<file path="src/rtl/goomba_pkg.sv">
// Shared Goomba/Mario constants: FSM state encoding, sprite sizes, screen limits.
package goomba_pkg;

  localparam int unsigned COORD_W = 10;
  localparam int unsigned SUM_W   = 11;
  localparam int unsigned CNT_W   = 8;

  // Goomba life-cycle states
  localparam logic [1:0] GST_ALIVE    = 2'd0;
  localparam logic [1:0] GST_SQUASHED = 2'd1;
  localparam logic [1:0] GST_GONE     = 2'd2;

  // Sprite boxes; right/bottom edge = origin + size (inclusive)
  localparam int unsigned GOOMBA_W_DEF = 26;
  localparam int unsigned GOOMBA_H_DEF = 27;
  localparam int unsigned MARIO_W_DEF  = 29;
  localparam int unsigned MARIO_H_DEF  = 39;

  // Visible screen limits, shared with goomba_display
  localparam int unsigned RIGHT_END  = 639;
  localparam int unsigned BOTTOM_END = 479;

endpackage

</file>
<file path="src/rtl/aabb_overlap.sv">
// Combinational axis-aligned box overlap test with inclusive edges.
// Ports:
//   a_left/a_top  in  box A origin
//   b_left/b_top  in  box B origin
//   overlap_c     out 1 when the boxes share at least one pixel
module aabb_overlap
  import goomba_pkg::*;
#(
  parameter int unsigned A_W = GOOMBA_W_DEF,
  parameter int unsigned A_H = GOOMBA_H_DEF,
  parameter int unsigned B_W = MARIO_W_DEF,
  parameter int unsigned B_H = MARIO_H_DEF
) (
  input  logic [COORD_W-1:0] a_left,
  input  logic [COORD_W-1:0] a_top,
  input  logic [COORD_W-1:0] b_left,
  input  logic [COORD_W-1:0] b_top,
  output logic               overlap_c
);

  logic [SUM_W-1:0] a_right;
  logic [SUM_W-1:0] a_bottom;
  logic [SUM_W-1:0] b_right;
  logic [SUM_W-1:0] b_bottom;

  // 11-bit sums so a 10-bit edge plus size never wraps
  always_comb begin
    a_right   = SUM_W'(a_left) + SUM_W'(A_W);
    a_bottom  = SUM_W'(a_top)  + SUM_W'(A_H);
    b_right   = SUM_W'(b_left) + SUM_W'(B_W);
    b_bottom  = SUM_W'(b_top)  + SUM_W'(B_H);
    overlap_c = (SUM_W'(b_left) <= a_right)  && (SUM_W'(a_left) <= b_right) &&
                (SUM_W'(b_top)  <= a_bottom) && (SUM_W'(a_top)  <= b_bottom);
  end

endmodule

</file>
<file path="src/rtl/goomba_collision_ctrl.sv">
// Per-frame Mario/Goomba collision classifier and Goomba life cycle
// (ALIVE -> SQUASHED -> GONE -> respawn).
// Ports:
//   clk, rst          clock, synchronous active-high reset
//   frame_tick        one-cycle pulse per frame; all evaluation happens here
//   mario_left/top    Mario box origin; mario_falling = moving downward
//   goomba_left/top   Goomba box origin from goomba_display
//   goomba_visible    0 while GONE
//   goomba_squashed   1 while SQUASHED
//   goomba_freeze     1 unless ALIVE
//   goomba_respawn    1-cycle pulse on return to ALIVE
//   stomp_pulse       1-cycle pulse on a stomp (with bounce_req, score_add)
//   mario_hit_pulse   1-cycle pulse on a side hit
//   score_add         STOMP_SCORE during stomp_pulse, else 0
module goomba_collision_ctrl
  import goomba_pkg::*;
#(
  parameter int unsigned GOOMBA_W       = GOOMBA_W_DEF,
  parameter int unsigned GOOMBA_H       = GOOMBA_H_DEF,
  parameter int unsigned MARIO_W        = MARIO_W_DEF,
  parameter int unsigned MARIO_H        = MARIO_H_DEF,
  parameter int unsigned STOMP_MARGIN   = 8,
  parameter int unsigned SQUASH_FRAMES  = 30,
  parameter int unsigned RESPAWN_FRAMES = 120,
  parameter int unsigned INVULN_FRAMES  = 60,
  parameter int unsigned STOMP_SCORE    = 100
) (
  input  logic               clk,
  input  logic               rst,
  input  logic               frame_tick,
  input  logic [COORD_W-1:0] mario_left,
  input  logic [COORD_W-1:0] mario_top,
  input  logic               mario_falling,
  input  logic [COORD_W-1:0] goomba_left,
  input  logic [COORD_W-1:0] goomba_top,
  output logic               goomba_visible,
  output logic               goomba_squashed,
  output logic               goomba_freeze,
  output logic               goomba_respawn,
  output logic               stomp_pulse,
  output logic               bounce_req,
  output logic               mario_hit_pulse,
  output logic [7:0]         score_add
);

  logic [1:0]       state_q,  state_d;
  logic [CNT_W-1:0] cnt_q,    cnt_d;
  logic [CNT_W-1:0] invuln_q, invuln_d;
  logic             visible_q,  visible_d;
  logic             squashed_q, squashed_d;
  logic             freeze_q,   freeze_d;
  logic             respawn_q,  respawn_d;
  logic             stomp_q,    stomp_d;
  logic             hit_q,      hit_d;
  logic [7:0]       score_q,    score_d;

  logic             overlap_c;
  logic             stomp_zone_c;
  logic [SUM_W-1:0] m_bottom_c;
  logic [SUM_W-1:0] stomp_lim_c;

  aabb_overlap #(
    .A_W (GOOMBA_W),
    .A_H (GOOMBA_H),
    .B_W (MARIO_W),
    .B_H (MARIO_H)
  ) u_aabb (
    .a_left    (goomba_left),
    .a_top     (goomba_top),
    .b_left    (mario_left),
    .b_top     (mario_top),
    .overlap_c (overlap_c)
  );

  // Mario's feet must land within the top STOMP_MARGIN rows of the Goomba
  always_comb begin
    m_bottom_c   = SUM_W'(mario_top)  + SUM_W'(MARIO_H);
    stomp_lim_c  = SUM_W'(goomba_top) + SUM_W'(STOMP_MARGIN);
    stomp_zone_c = (m_bottom_c <= stomp_lim_c);
  end

  // Next-state, counters and output decode; everything holds outside frame_tick
  always_comb begin
    state_d   = state_q;
    cnt_d     = cnt_q;
    invuln_d  = invuln_q;
    stomp_d   = 1'b0;
    hit_d     = 1'b0;
    respawn_d = 1'b0;
    if (frame_tick) begin
      invuln_d = (invuln_q == '0) ? '0 : invuln_q - CNT_W'(1);
      case (state_q)
        GST_ALIVE: begin
          if (overlap_c && mario_falling && stomp_zone_c) begin
            stomp_d = 1'b1;
            state_d = GST_SQUASHED;
            cnt_d   = CNT_W'(SQUASH_FRAMES - 1);
          end else if (overlap_c && (invuln_q == '0)) begin
            hit_d    = 1'b1;
            invuln_d = CNT_W'(INVULN_FRAMES);
          end
        end
        GST_SQUASHED: begin
          if (cnt_q == '0) begin
            state_d = GST_GONE;
            cnt_d   = CNT_W'(RESPAWN_FRAMES - 1);
          end else begin
            cnt_d = cnt_q - CNT_W'(1);
          end
        end
        GST_GONE: begin
          if (cnt_q == '0) begin
            state_d   = GST_ALIVE;
            respawn_d = 1'b1;
          end else begin
            cnt_d = cnt_q - CNT_W'(1);
          end
        end
        default: begin
          state_d = GST_ALIVE;
          cnt_d   = '0;
        end
      endcase
    end
    visible_d  = (state_d != GST_GONE);
    squashed_d = (state_d == GST_SQUASHED);
    freeze_d   = (state_d != GST_ALIVE);
    score_d    = stomp_d ? 8'(STOMP_SCORE) : 8'd0;
  end

  // State, counter and output registers
  always_ff @(posedge clk) begin
    if (rst) begin
      state_q    <= GST_ALIVE;
      cnt_q      <= '0;
      invuln_q   <= '0;
      visible_q  <= 1'b1;
      squashed_q <= 1'b0;
      freeze_q   <= 1'b0;
      respawn_q  <= 1'b0;
      stomp_q    <= 1'b0;
      hit_q      <= 1'b0;
      score_q    <= '0;
    end else begin
      state_q    <= state_d;
      cnt_q      <= cnt_d;
      invuln_q   <= invuln_d;
      visible_q  <= visible_d;
      squashed_q <= squashed_d;
      freeze_q   <= freeze_d;
      respawn_q  <= respawn_d;
      stomp_q    <= stomp_d;
      hit_q      <= hit_d;
      score_q    <= score_d;
    end
  end

  assign goomba_visible  = visible_q;
  assign goomba_squashed = squashed_q;
  assign goomba_freeze   = freeze_q;
  assign goomba_respawn  = respawn_q;
  assign stomp_pulse     = stomp_q;
  assign bounce_req      = stomp_q;
  assign mario_hit_pulse = hit_q;
  assign score_add       = score_q;

endmodule

</file>
<file path="config.mk">
export PLATFORM = sky130hd
export DESIGN_NAME = goomba_collision_ctrl
export DESIGN_NICKNAME = d
export VERILOG_FILES = /design/src/rtl/goomba_pkg.sv /design/src/rtl/aabb_overlap.sv /design/src/rtl/goomba_collision_ctrl.sv
export SDC_FILE = /design/constraint.sdc
export NUM_CORES = 1
export LEC_CHECK = 0
export ABC_AREA = 1
export ABC_CLOCK_PERIOD_IN_PS = 7590
export CORE_ASPECT_RATIO = 0.7
export CORE_MARGIN = 3
export CORE_UTILIZATION = 41
export DETAILED_ROUTE_END_ITERATION = 8
export GPL_TIMING_DRIVEN = 0
export PLACE_DENSITY = 0.71
export SETUP_SLACK_MARGIN = 0.15
export SYNTH_ARGS = -nofsm -noshare
export SYNTH_HDL_FRONTEND = slang
export SYNTH_SLANG_ARGS = --single-unit
</file>
<file path="constraint.sdc">
create_clock -name clk -period 7.59 [get_ports clk]
set_clock_uncertainty 0.15 [all_clocks]
set_input_delay 2.277 -clock clk [delete_from_list [all_inputs] [get_ports clk]]
set_output_delay 2.277 -clock clk [all_outputs]
set_load 0.02 [all_outputs]
</file>
## Word-level counts from Yosys, hierarchy flattened

Cells that the tools add are included.

| word-level totals | value |
|---|---|
| register bits after elaboration | 32 |
| input port bits | 44 |
| output and inout bits | 15 |
| word-level logic and storage cells | 63 |

| cells by class | value |
|---|---|
| add/sub/neg operators | 7 |
| $lt $le $gt $ge | 5 |
| equal/unequal tests | 6 |
| multiplexer cells | 19 |
| bitwise logic cells | 3 |
| reduce and logical (&&, ||, !) cells | 13 |

Operator list:

| cell | count |
|---|---|
| $mux 8 | 7 |
| $le 10x11->1 | 4 |
| $add 10x5->11 const B | 3 |
| $pmux 8 s3 | 1 |
| $logic_not 8->1 | 2 |
| $sub 8x1->8 const B | 2 |
| $add 10x4->11 const B | 1 |
| $add 10x6->11 const B | 1 |
| $le 11x11->1 | 1 |
| $mux 2 | 4 |
| $mux 7 | 1 |
| $logic_and 1x1->1 | 6 |
| $ne 2x2->1 const B | 3 |
| $pmux 2 s3 | 1 |
| $mux 1 | 5 |
| $eq 2x1->1 const B | 2 |
| $reduce_or 4->1 | 1 |
| $not 1->1 | 3 |
| $reduce_and 3->1 | 1 |
| $reduce_or 3->1 | 1 |
| $eq 2x2->1 const B | 1 |
| $logic_not 2->1 | 1 |
| $reduce_bool 2->1 | 1 |

## Longest topological paths before layout

Gate-level depths: netlist (run 1).

| depth | value |
|---|---|
| word-level depth | 11 |
| mapped depth | 22 |
| mapped depth without buffers | 22 |

## By module

From an unflattened synthesis (run 1), not the netlist that was laid out.

| unflattened totals | value |
|---|---|
| cell total of the unflattened synthesis | 565 |
| area total of the unflattened synthesis | 3648.5 sq um |

By module, submodules not included:

| module | instances | cells each | area an instance (sq um) | seq. area each (sq um) |
|---|---|---|---|---|
| goomba_collision_ctrl | 1 | 295 | 1986.9 | 480.5 |
| aabb_overlap | 1 | 270 | 1661.6 | 0.0 |

## Worst setup path after synthesis (run 1)

OpenSTA, ideal clock, no wires.

| timing | value |
|---|---|
| path kind | input port to flip-flop |
| start | input port mario_top[0] |
| end | register cnt_q[1] |
| library setup time | 116 ps |
| arrival time | 4372 ps |
| data required time | 7324 ps |
| slack | 2952 ps |
| stages | 22 |
| path buffers | 1 |
| path through | inv_1 ha_1 nand2_2 a21oi_2 xor2_1 inv_1 ha_1 nand2_1 inv_1 a21oi_1 nand2_1 nand2_1 nand2_1 nand2_1 nand2_1 nand2_2 nand3_2 nand2_2 buf_6 nand3b_1 nand2_1 nor2_2 |

| between the ends | value |
|---|---|
| cells in the longest elaborated chain, start to end | 7 |
| elaborated cells on any way between the ends | 10 |
| classes of those cells | add/sub (1); order compare (3); eq/ne (1); reduce/logical (5) |

Ends and longest elaborated chain:

| what | line | RTL |
|---|---|---|
| from (decl) | goomba_collision_ctrl.sv:32 | `input logic [COORD_W-1:0] mario_top,` |
| $add 10x6->11 or $le 10x11->1 (tied branches) | aabb_overlap.sv:31, goomba_collision_ctrl.sv:77, aabb_overlap.sv:33 |  |
| $le 10x11->1 or $logic_and 1x1->1 (tied branches) | aabb_overlap.sv:33, aabb_overlap.sv:32 |  |
| $logic_and 1x1->1 | aabb_overlap.sv:33 | `(SUM_W'(b_top) <= a_bottom) && (SUM_W'(a_top) <= b_bottom);` |
| $logic_and 1x1->1 | goomba_collision_ctrl.sv:94 | `if (overlap_c && mario_falling && stomp_zone_c) begin` |
| $logic_and 1x1->1 * | goomba_collision_ctrl.sv:94 |  |
| $ne 2x2->1 (no line) * | - |  |
| $reduce_and 3->1 (no line) * | - |  |
| to (signal assigned) | goomba_collision_ctrl.sv:146 | `cnt_q <= cnt_d;` |
| to (decl) | goomba_collision_ctrl.sv:47 | `logic [CNT_W-1:0] cnt_q, cnt_d;` |

Mark *: on every way between the ends. The rest lies on a longest branch, timed or not.
A chain may end at the register's enable or synchronous reset.

## Final worst setup path (run 1)

| timing | value |
|---|---|
| start | input port mario_top[2] |
| end | register cnt_q[4] |

The elaborated chain is that of the path after synthesis.

==> results.yml, run 1 <==
grt:
  grt_pass1_vias: 3041
  grt_max_degree: 13
  grt_usage_pct: 16.1
  antenna_found_initial: 0
  grt_overflow: 0
  grt_pass1_wl_um: 12800
synth:
  ys.flop_type: "dfxtp_1"
  syn-instance-count: 528
  synth_cell_type_count: 33
  synth_common_cells: "nand2_1 (124), inv_1 (82), ha_1 (61), nor2_1 (55), a21oi_1 (41)"
  synth_edf_count: 0
  netlist_area_mm2: 0.00340
  synth_top_area_cell: "ha_1"
  synth.top_cells.by_area: "ha_1 (22%), dfxtp_1 (14%), nand2_1 (14%), inv_1 (9.0%), xor2_1 (8.8%)"
  synth-async-reset-ratio_pct: 0
  post-synth-top-count-cell: "nand2_1"
  yosysWarnings: 0
  syn_area_per_cell_um2: 6.45
  ys_seq_area_share_pct: 14.1
  synth_top_area_share_pct: 22.4
  ys_ff_latch: 24
sta:
  rsz0062_at_grt: "no"
  final-setup-viol-count: 0
  drv_slew: 0
  fmax_mhz: 180
  hold_viol: 0
  period_share_pct: 73.2
  finalSetupTns_ps: 0
  holdWs_ps: 320
  min_period_ps: 5560
clock_tree:
  post_cts.repair.setup_buffers: 0
  cts_repair_resize_count: 0
  clock_path_buffers: 2
  clock_sinks: 24
  clkTransAtPathRegs_ps: 60
  clk_latency_ps: 250
  h-tree-depth: 1
  root_buffer: "clkbuf_16"
  cts_buffers: 3
  holdBufCountCts: 0
  tritoncts: "built"
layout:
  layout-drive-gt1-share_pct: 6.12
  diodes: 0
  nNetsFinal: 695
  syn_to_final_growth_pct: 21.9
  layout.cells.non_filler: 689
setup_path:
  critPathSlowestCell: "clkdlybuf4s50_1"
  endpoint_kind: "flip-flop"
  path_cells: "clkdlybuf4s50_1 > nor2_1 > a21oi_1 > nor2_1 > nor2_1 > nand2_1 > nor2_1 > xor2_1 > inv_1 > ha_1 > nand2_1 > nor3_1 > nand4_1 > a21boi_1 > nand3_2 > nand2_2 > buf_6 > nand3_1 > nand2_1 > nor2_1"
  critPathKind: "in -> reg"
  slowest_delay_ps: 560
  worst_setup_path_start_kind: "input port"
  r2r_cells: 11
  worst_ep_arrival_time_ps: 5560
  cpLargestDelayFamily: "simple AND/OR/NAND/NOR gates"
  cp.depth: 20
  cp_data_required_time_ps: 7590
  crit_top_cell: "nor2_1"
  crit_buf_inv: 3
  cp_max_fo: 10
placement:
  io_buffer_count: 53
  gp_congestion: 0.867
  hpwlAfterDp_um: 6580
  dp.cells: 686
drt:
  routed_wl_um: 7620
  vias_per_cell: 4.81
  drt_first_iter_violations: 144
  dr.pass1.iters: 4
  drc: 0
  routed-via-count: 3316
  ant_nets: 0
  wl_per_cell_um: 11.1
die:
  row_count: 27
  die-area_mm2: 0.00945
  ios: 59
  core_mm2: 0.00797
  die_h_um: 82.2
  die_w_um: 115
  start_util_pct: 42.7
power:
  power.leakage_uw: 0.00221
  powerDensity_mw_per_mm2: 130
  irDropWorstVdd_mv: 0.0812
min_path:
  hold_depth: 2
  holdCritPathClass: "reg -> reg"
outcome:
  status: "completed"
flow_run:
  drv_cap: 0
cells by family after synthesis:
kind of cell               count (synthesis)  share of synthesized area (%)
AOI/OAI and AO/OA                         67                           10.9
xor gates and xnor gates                  42                           10.8
adders and majority gates                 61                           22.4
buffers and inverters                     98                           12.2
DFF                                       24                           14.1
other                                      1                          0.110
and+or+nand+nor                          235                           29.4
metal layers:
layer	routed length [um]	GRT usage, %	part of all wire [%]
met5	0	0	0
met4	28	1.41	0.37
met3	353	1.82	4.6
met2	3300	27.8	43
met1	3930	22.6	52
report_power, final:
group	switching, uW	internal, uW
combinational	160	118
sequential	10.1	139
clock	41.3	69.6
registers in the layout, summed over array words and instances (netlist names):
| name | count |
|---|---|
| goomba_freeze | 1 |
| score_add | 1 |
| goomba_visible | 1 |
| invuln_q | 8 |
| goomba_respawn | 1 |
| cnt_q | 8 |
| goomba_squashed | 1 |
| state_q | 2 |
| mario_hit_pulse | 1 |
layout by cell type (no fill, tap or decap), drive strengths merged:
master,count
nand2,128
inv,85
ha,61
nor2,58
clkdlybuf4s50,53
a21oi,44
xor2,34
dfxtp,24
nand3,24
o21ai,13
buf,12
nor3,10
xnor2,8
nand4,7
conb,5
a21o,4
or2,4
clkbuf,4
a31oi,3
and3,2
nand3b,2
o21a,1
a21boi,1
o31ai,1
worst paths after layout:
check | startpoint | endpoint | slack [ps]
min | invuln_q[0]$_SDFFE_PP0P_ | invuln_q[0]$_SDFFE_PP0P_ | 320
max reg2reg | cnt_q[3]$_SDFFE_PP0P_ | cnt_q[2]$_SDFFE_PP0P_ | 5780
min reg2reg | invuln_q[0]$_SDFFE_PP0P_ | invuln_q[0]$_SDFFE_PP0P_ | 320
max | mario_top[2] | cnt_q[4]$_SDFFE_PP0P_ | 2030
worst reg2reg max path: stages (launching register included):
cell	delay [ps]
dfxtp_1	350
nor2_1	150
nand2_1	70
inv_1	60
nand4_1	200
nor2_1	240
inv_1	130
nand2_1	90
o21ai_0	80
nand3_1	90
nand2_1	50
nor2_1	80
layout make-up:
class | instances | area, um2
buffer | 13 | 95.1
clock buffer | 3 | 75.1
fill | 779 | 3820
inverter | 85 | 319
multi-input combinational | 410 | 2520
sequential | 24 | 480
tap | 101 | 126
timing repair buffer | 53 | 531
through the flow:
stage / power (uW) / cell area [um2] / util (%) / setup WS, ps
finish: 538 / 4150 / 52.1 / 2030
global route: 592 / 4150 / 52.1 / 1810
CTS: 543 / 4150 / 52.1 / 2090
detailed placement: 428 / 4080 / 51.1 / 1830
global placement: 420 / 4080 / 51.1 / 1910
floorplan: 347 / 3420 / - / 2950
(Power assumes the default switching activity.)
==> inputs of run 2 (changes only) <==
Settings changed: ABC_CLOCK_PERIOD_IN_PS 7590 to 4600, PLACE_DENSITY 0.71 to 0.74.
Clock period 7.59 ns to 4.6 ns, I/O delays scaled along.
==> results.yml, run 2 (synthesis results as in run 1) <==
outcome:
  status: "completed"
layout:
  layout-drive-gt1-share_pct: 8.81
  syn_to_final_growth_pct: 24.8
  layout_common_cells: "nand2_1 (123), inv_1 (81), ha_1 (59)"
  nNetsFinal: 697
  fin_util_pct: 53.3
  top_regs: "cnt_q x8, invuln_q x8, state_q x2"
  diodes: 0
  mostFrequentLayoutCell: "nand2_1"
die:
  row_count: 27
  die-area_mm2: 0.00945
  die_w_um: 115
  start_util_pct: 42.7
  core_mm2: 0.00797
  ios: 59
  die_h_um: 82.2
grt:
  grt_max_degree: 13
  antenna_found_initial: 0
  grt_pass1_vias: 3080
  grt_overflow: 0
  grt_pass1_wl_um: 13300
  grt_usage_pct: 16.8
clock_tree:
  tritoncts: "built"
  clkTransAtPathRegs_ps: 60
  clock_sinks: 24
  cts_buffers: 3
  clock_path_buffers: 2
  clk_latency_ps: 260
  h-tree-depth: 1
  root_buffer: "clkbuf_16"
power:
  power_switching_uw: 363
  power.leakage_uw: 0.00227
  seqPwrFrac_pct: 27.2
  intPower_uw: 544
  p_sw_share_pct: 40.0
  p_comb_share_pct: 52.2
  clockPowerShare_pct: 20.6
  powerDensity_mw_per_mm2: 214
  irDropWorstVdd_mv: 0.142
setup_path:
  path_cells: "clkdlybuf4s50_1 > inv_1 > a21oi_2 > nand2_1 > a21oi_1 > nand2_1 > xor2_1 > ha_1 > inv_1 > nor2_1 > nand4_1 > nand2_1 > a21oi_1 > nor2_4 > nand3_2 > nand2_2 > buf_6 > a21oi_1 > nor2_2"
  worst_setup_path_start_kind: "input port"
  endpoint_kind: "flip-flop"
  critPathKind: "in -> reg"
  cpLargestDelayFamily: "buffers and inverters"
  cp_max_fo: 10
  worst_ep_arrival_time_ps: 4220
  crit_buf_inv: 4
  slowest_delay_ps: 590
  cp_data_required_time_ps: 4600
  critPathSlowestCell: "clkdlybuf4s50_1"
flow_run:
  drv_cap: 0
drt:
  vias_per_cell: 4.93
  ant_nets: 0
  routed_wl_um: 7980
  dr.pass1.iters: 5
  drt_first_iter_violations: 176
  drc: 0
  routed-via-count: 3406
  wl_per_cell_um: 11.5
sta:
  hold_viol: 0
  period_share_pct: 91.8
  drv_slew: 0
  rsz0062_at_grt: "no"
  holdWs_ps: 315
  fmax_mhz: 237
  final-setup-viol-count: 0
  min_period_ps: 4220
min_path:
  holdCritPathClass: "reg -> reg"
placement:
  io_buffer_count: 53
  gp_congestion: 0.904
  hpwlAfterDp_um: 6690
==> run 2: cell types whose count changed in the layout (fill, tap and decap cells not counted), moves of 3 or more <==
cell,before,now
a21oi_1,41,38
clkdlybuf4s50_1,53,47
dlymetal6s2s_1,0,6
nor2_1,55,52
==> run 2: layout make-up <==
type,count,area [um2]
plain buffers,13,95.1
clock buffers,3,75.1
fillers,764,3730
inverters,85,319
multi-input cells,410,2590
flip-flops and latches,24,480
well taps,101,126
repair buffers,55,561
==> run 2: path summary, 6_finish.rpt <==
path	from	endpoint	slack (ps)	cells past startpoint
worst max-delay path	goomba_top[2]	cnt_q[1]$_SDFFE_PP0P_	380	19
worst min-delay path	invuln_q[0]$_SDFFE_PP0P_	invuln_q[0]$_SDFFE_PP0P_	310	2
worst max register to register	cnt_q[3]$_SDFFE_PP0P_	cnt_q[2]$_SDFFE_PP0P_	2750	11
worst min register to register	invuln_q[0]$_SDFFE_PP0P_	invuln_q[0]$_SDFFE_PP0P_	310	2
==> run 2: power by group through the flow <==
stage	logic [uW]	clock network, uW	registers [uW]
6_report	473	187	247
4_1_cts	459	192	247
2_1_floorplan	321	0	251
3_3_place_gp	442	0	250
3_5_place_dp	456	0	251
5_1_grt	545	202	250
==> run 2: repair_timing <==
| action | CTS | global route |
|---|---|---|
| resized for setup | 0 | 23 |
| setup buffers | 0 | 2 |
| hold buffers | 0 | 0 |
| endpoints found under the setup margin | 0 | 18 |
==> run 2: worst register-to-register path: cells and delay by family (launching register included) <==
family,cells,cell delay [ps]
flops,1,340
compound gates,1,90
buf+inv,2,200
simple gates,8,1020
==> run 2: per-stage QoR <==
step	instance area (um2)	power (uW)	instances	worst slack [ps]	TNS, ps
final	4250	907	691	379	0
after floorplan	3420	572	532	859	0
after detailed placement	4080	707	686	-56.1	-206
after global placement	4080	692	686	-42.9	-136
after CTS	4150	898	689	208	0
after global routing	4250	997	691	127	0
==> run 2: per-layer routing <==
layer  global-route usage (%)  wire [um]
met5                        0          0
met4                     2.81         21
met3                     2.26        428
met2                     27.7       3550
met1                     23.9       3980
==> inputs of run 3 (changes only) <==
Settings changed: ABC_CLOCK_PERIOD_IN_PS 4600 to 5100, PLACE_DENSITY 0.74 to 0.71.
Clock period 4.6 ns to 5.1 ns, I/O delays scaled along.
==> results.yml, run 3 (synthesis results as in run 1) <==
layout:
  fin_util_pct: 52.2
  top_regs: "cnt_q x8, invuln_q x8, state_q x2"
  layout_common_cells: "nand2_1 (124), inv_1 (82), ha_1 (61)"
  nNetsFinal: 695
  mostFrequentLayoutCell: "nand2_1"
  diodes: 0
  layout-drive-gt1-share_pct: 6.46
  syn_to_final_growth_pct: 22.3
outcome:
  status: "completed"
sta:
  drv_slew: 0
  min_period_ps: 4720
  finalSetupTns_ps: 0
  final-setup-viol-count: 0
  rsz0062_at_grt: "no"
  period_share_pct: 92.5
  holdWs_ps: 321
  hold_viol: 0
  fmax_mhz: 212
clock_tree:
  clkTransAtPathRegs_ps: 60
  root_buffer: "clkbuf_16"
  tritoncts: "built"
  clk_latency_ps: 260
  h-tree-depth: 1
  clock_path_buffers: 2
  clock_sinks: 24
  cts_buffers: 3
grt:
  antenna_found_initial: 0
  use_met3_pct: 1.82
  grt_pass1_vias: 3041
  met2_usage_pct: 27.8
  top_usage_layer: "met2"
  use_met1_pct: 22.6
  grt_pass1_wl_um: 12800
  grt_overflow: 0
  grt_usage_pct: 16.1
  grt_max_degree: 13
drt:
  ant_nets: 0
  routed-via-count: 3319
  dr.pass1.iters: 4
  drc: 0
  vias_per_cell: 4.82
  wl_per_cell_um: 11.1
  routed_wl_um: 7660
  drt_first_iter_violations: 110
min_path:
  min_from: "invuln_q[0]$_SDFFE_PP0P_"
  holdCritPathClass: "reg -> reg"
setup_path:
  cp_data_required_time_ps: 5100
  slowest_delay_ps: 550
  crit_top_cell: "nor2_1"
  worst_setup_path_start_kind: "input port"
  reg2reg_slack_ps: 3290
  critPathKind: "in -> reg"
  crit_buf_inv: 3
  cp_max_fo: 10
  worst_ep_arrival_time_ps: 4720
  cpLargestDelayFamily: "simple AND/OR/NAND/NOR gates"
  critPathSlowestCell: "clkdlybuf4s50_1"
  crit_start: "mario_top[2]"
  endpoint_kind: "flip-flop"
  rr_startpoint: "cnt_q[3]$_SDFFE_PP0P_"
  path_cells: "clkdlybuf4s50_1 > nor2_1 > a21oi_1 > nor2_1 > nor2_1 > nand2_1 > nor2_1 > xor2_2 > inv_1 > ha_1 > nand2_1 > nor3_1 > nand4_1 > a21boi_2 > nand3_2 > nand2_2 > buf_6 > nand3_1 > nand2_1 > nor2_1"
die:
  core_mm2: 0.00797
  die-area_mm2: 0.00945
  die_h_um: 82.2
  ios: 59
  die_w_um: 115
  row_count: 27
  start_util_pct: 42.7
placement:
  hpwlAfterDp_um: 6580
  io_buffer_count: 53
  gp_congestion: 0.867
power:
  powerDensity_mw_per_mm2: 193
  power.leakage_uw: 0.00221
  irDropWorstVdd_mv: 0.121
flow_run:
  drv_cap: 0
run 3: cell types whose count changed in the layout (fill, tap and decap cells not counted), moves of 2 or more:
cell	before	now
clkdlybuf4s50_1	47	53
dlymetal6s2s_1	6	0
a21oi_1	38	41
nor2_1	52	55
a21oi_2	5	3
buf_4	12	10
ha_1	59	61
ha_2	2	0
nor2_2	4	2
nor3_1	7	9
run 3: through the flow:
step                power, uW  instance area (um2)  worst slack (ps)  cells
finish                    804                 4160               381    689
global route              882                 4160               161    689
CTS                       808                 4150               350    689
detailed placement        636                 4080              86.4    686
global placement          625                 4080               169    686
floorplan                 516                 3420              1210    532
run 3: per-layer routing:
metal / vias to the layer above / wire, um / share of wire, %
met5: - / 0 / 0
met4: 0 / 19 / 0.25
met3: 2 / 356 / 4.6
met2: 64 / 3330 / 44
met1: 1468 / 3950 / 52
li1: 1785 / - / -
run 3: final timing paths:
check	to	depth (start not counted)
worst max-delay path	cnt_q[4]$_SDFFE_PP0P_	20
worst min-delay path	invuln_q[0]$_SDFFE_PP0P_	2
worst max register to register	cnt_q[2]$_SDFFE_PP0P_	11
worst min register to register	invuln_q[0]$_SDFFE_PP0P_	2
run 3: area by class of cell:
cell class / instances / area [um2]
tap: 101 / 126
fill: 774 / 3810
sequential: 24 / 480
clock buffer: 3 / 75.1
timing repair buffer: 53 / 531
multi-input combinational: 410 / 2530
buffer: 13 / 95.1
inverter: 85 / 319
run 3: report_power, final:
group          switching, uW  internal (uW)  total, uW  leakage, uW
logic                    239            176        415      0.00197
registers               15.0            207        222     0.000197
clock network           62.8            104        166    0.0000370
total                    317            487        804      0.00221
run 3: repair_timing:
item,4_1_cts,5_1_grt
hold buffers,0,0
resized for setup,0,2
buffers inserted,0,0
setup endpoints to repair,0,10
run 3: tightest hold or removal path, delay by kind of cell, from the launching register on:
kind,cells,cell delay [ps]
compound gates,1,60
simple gates,1,60
flops,1,310
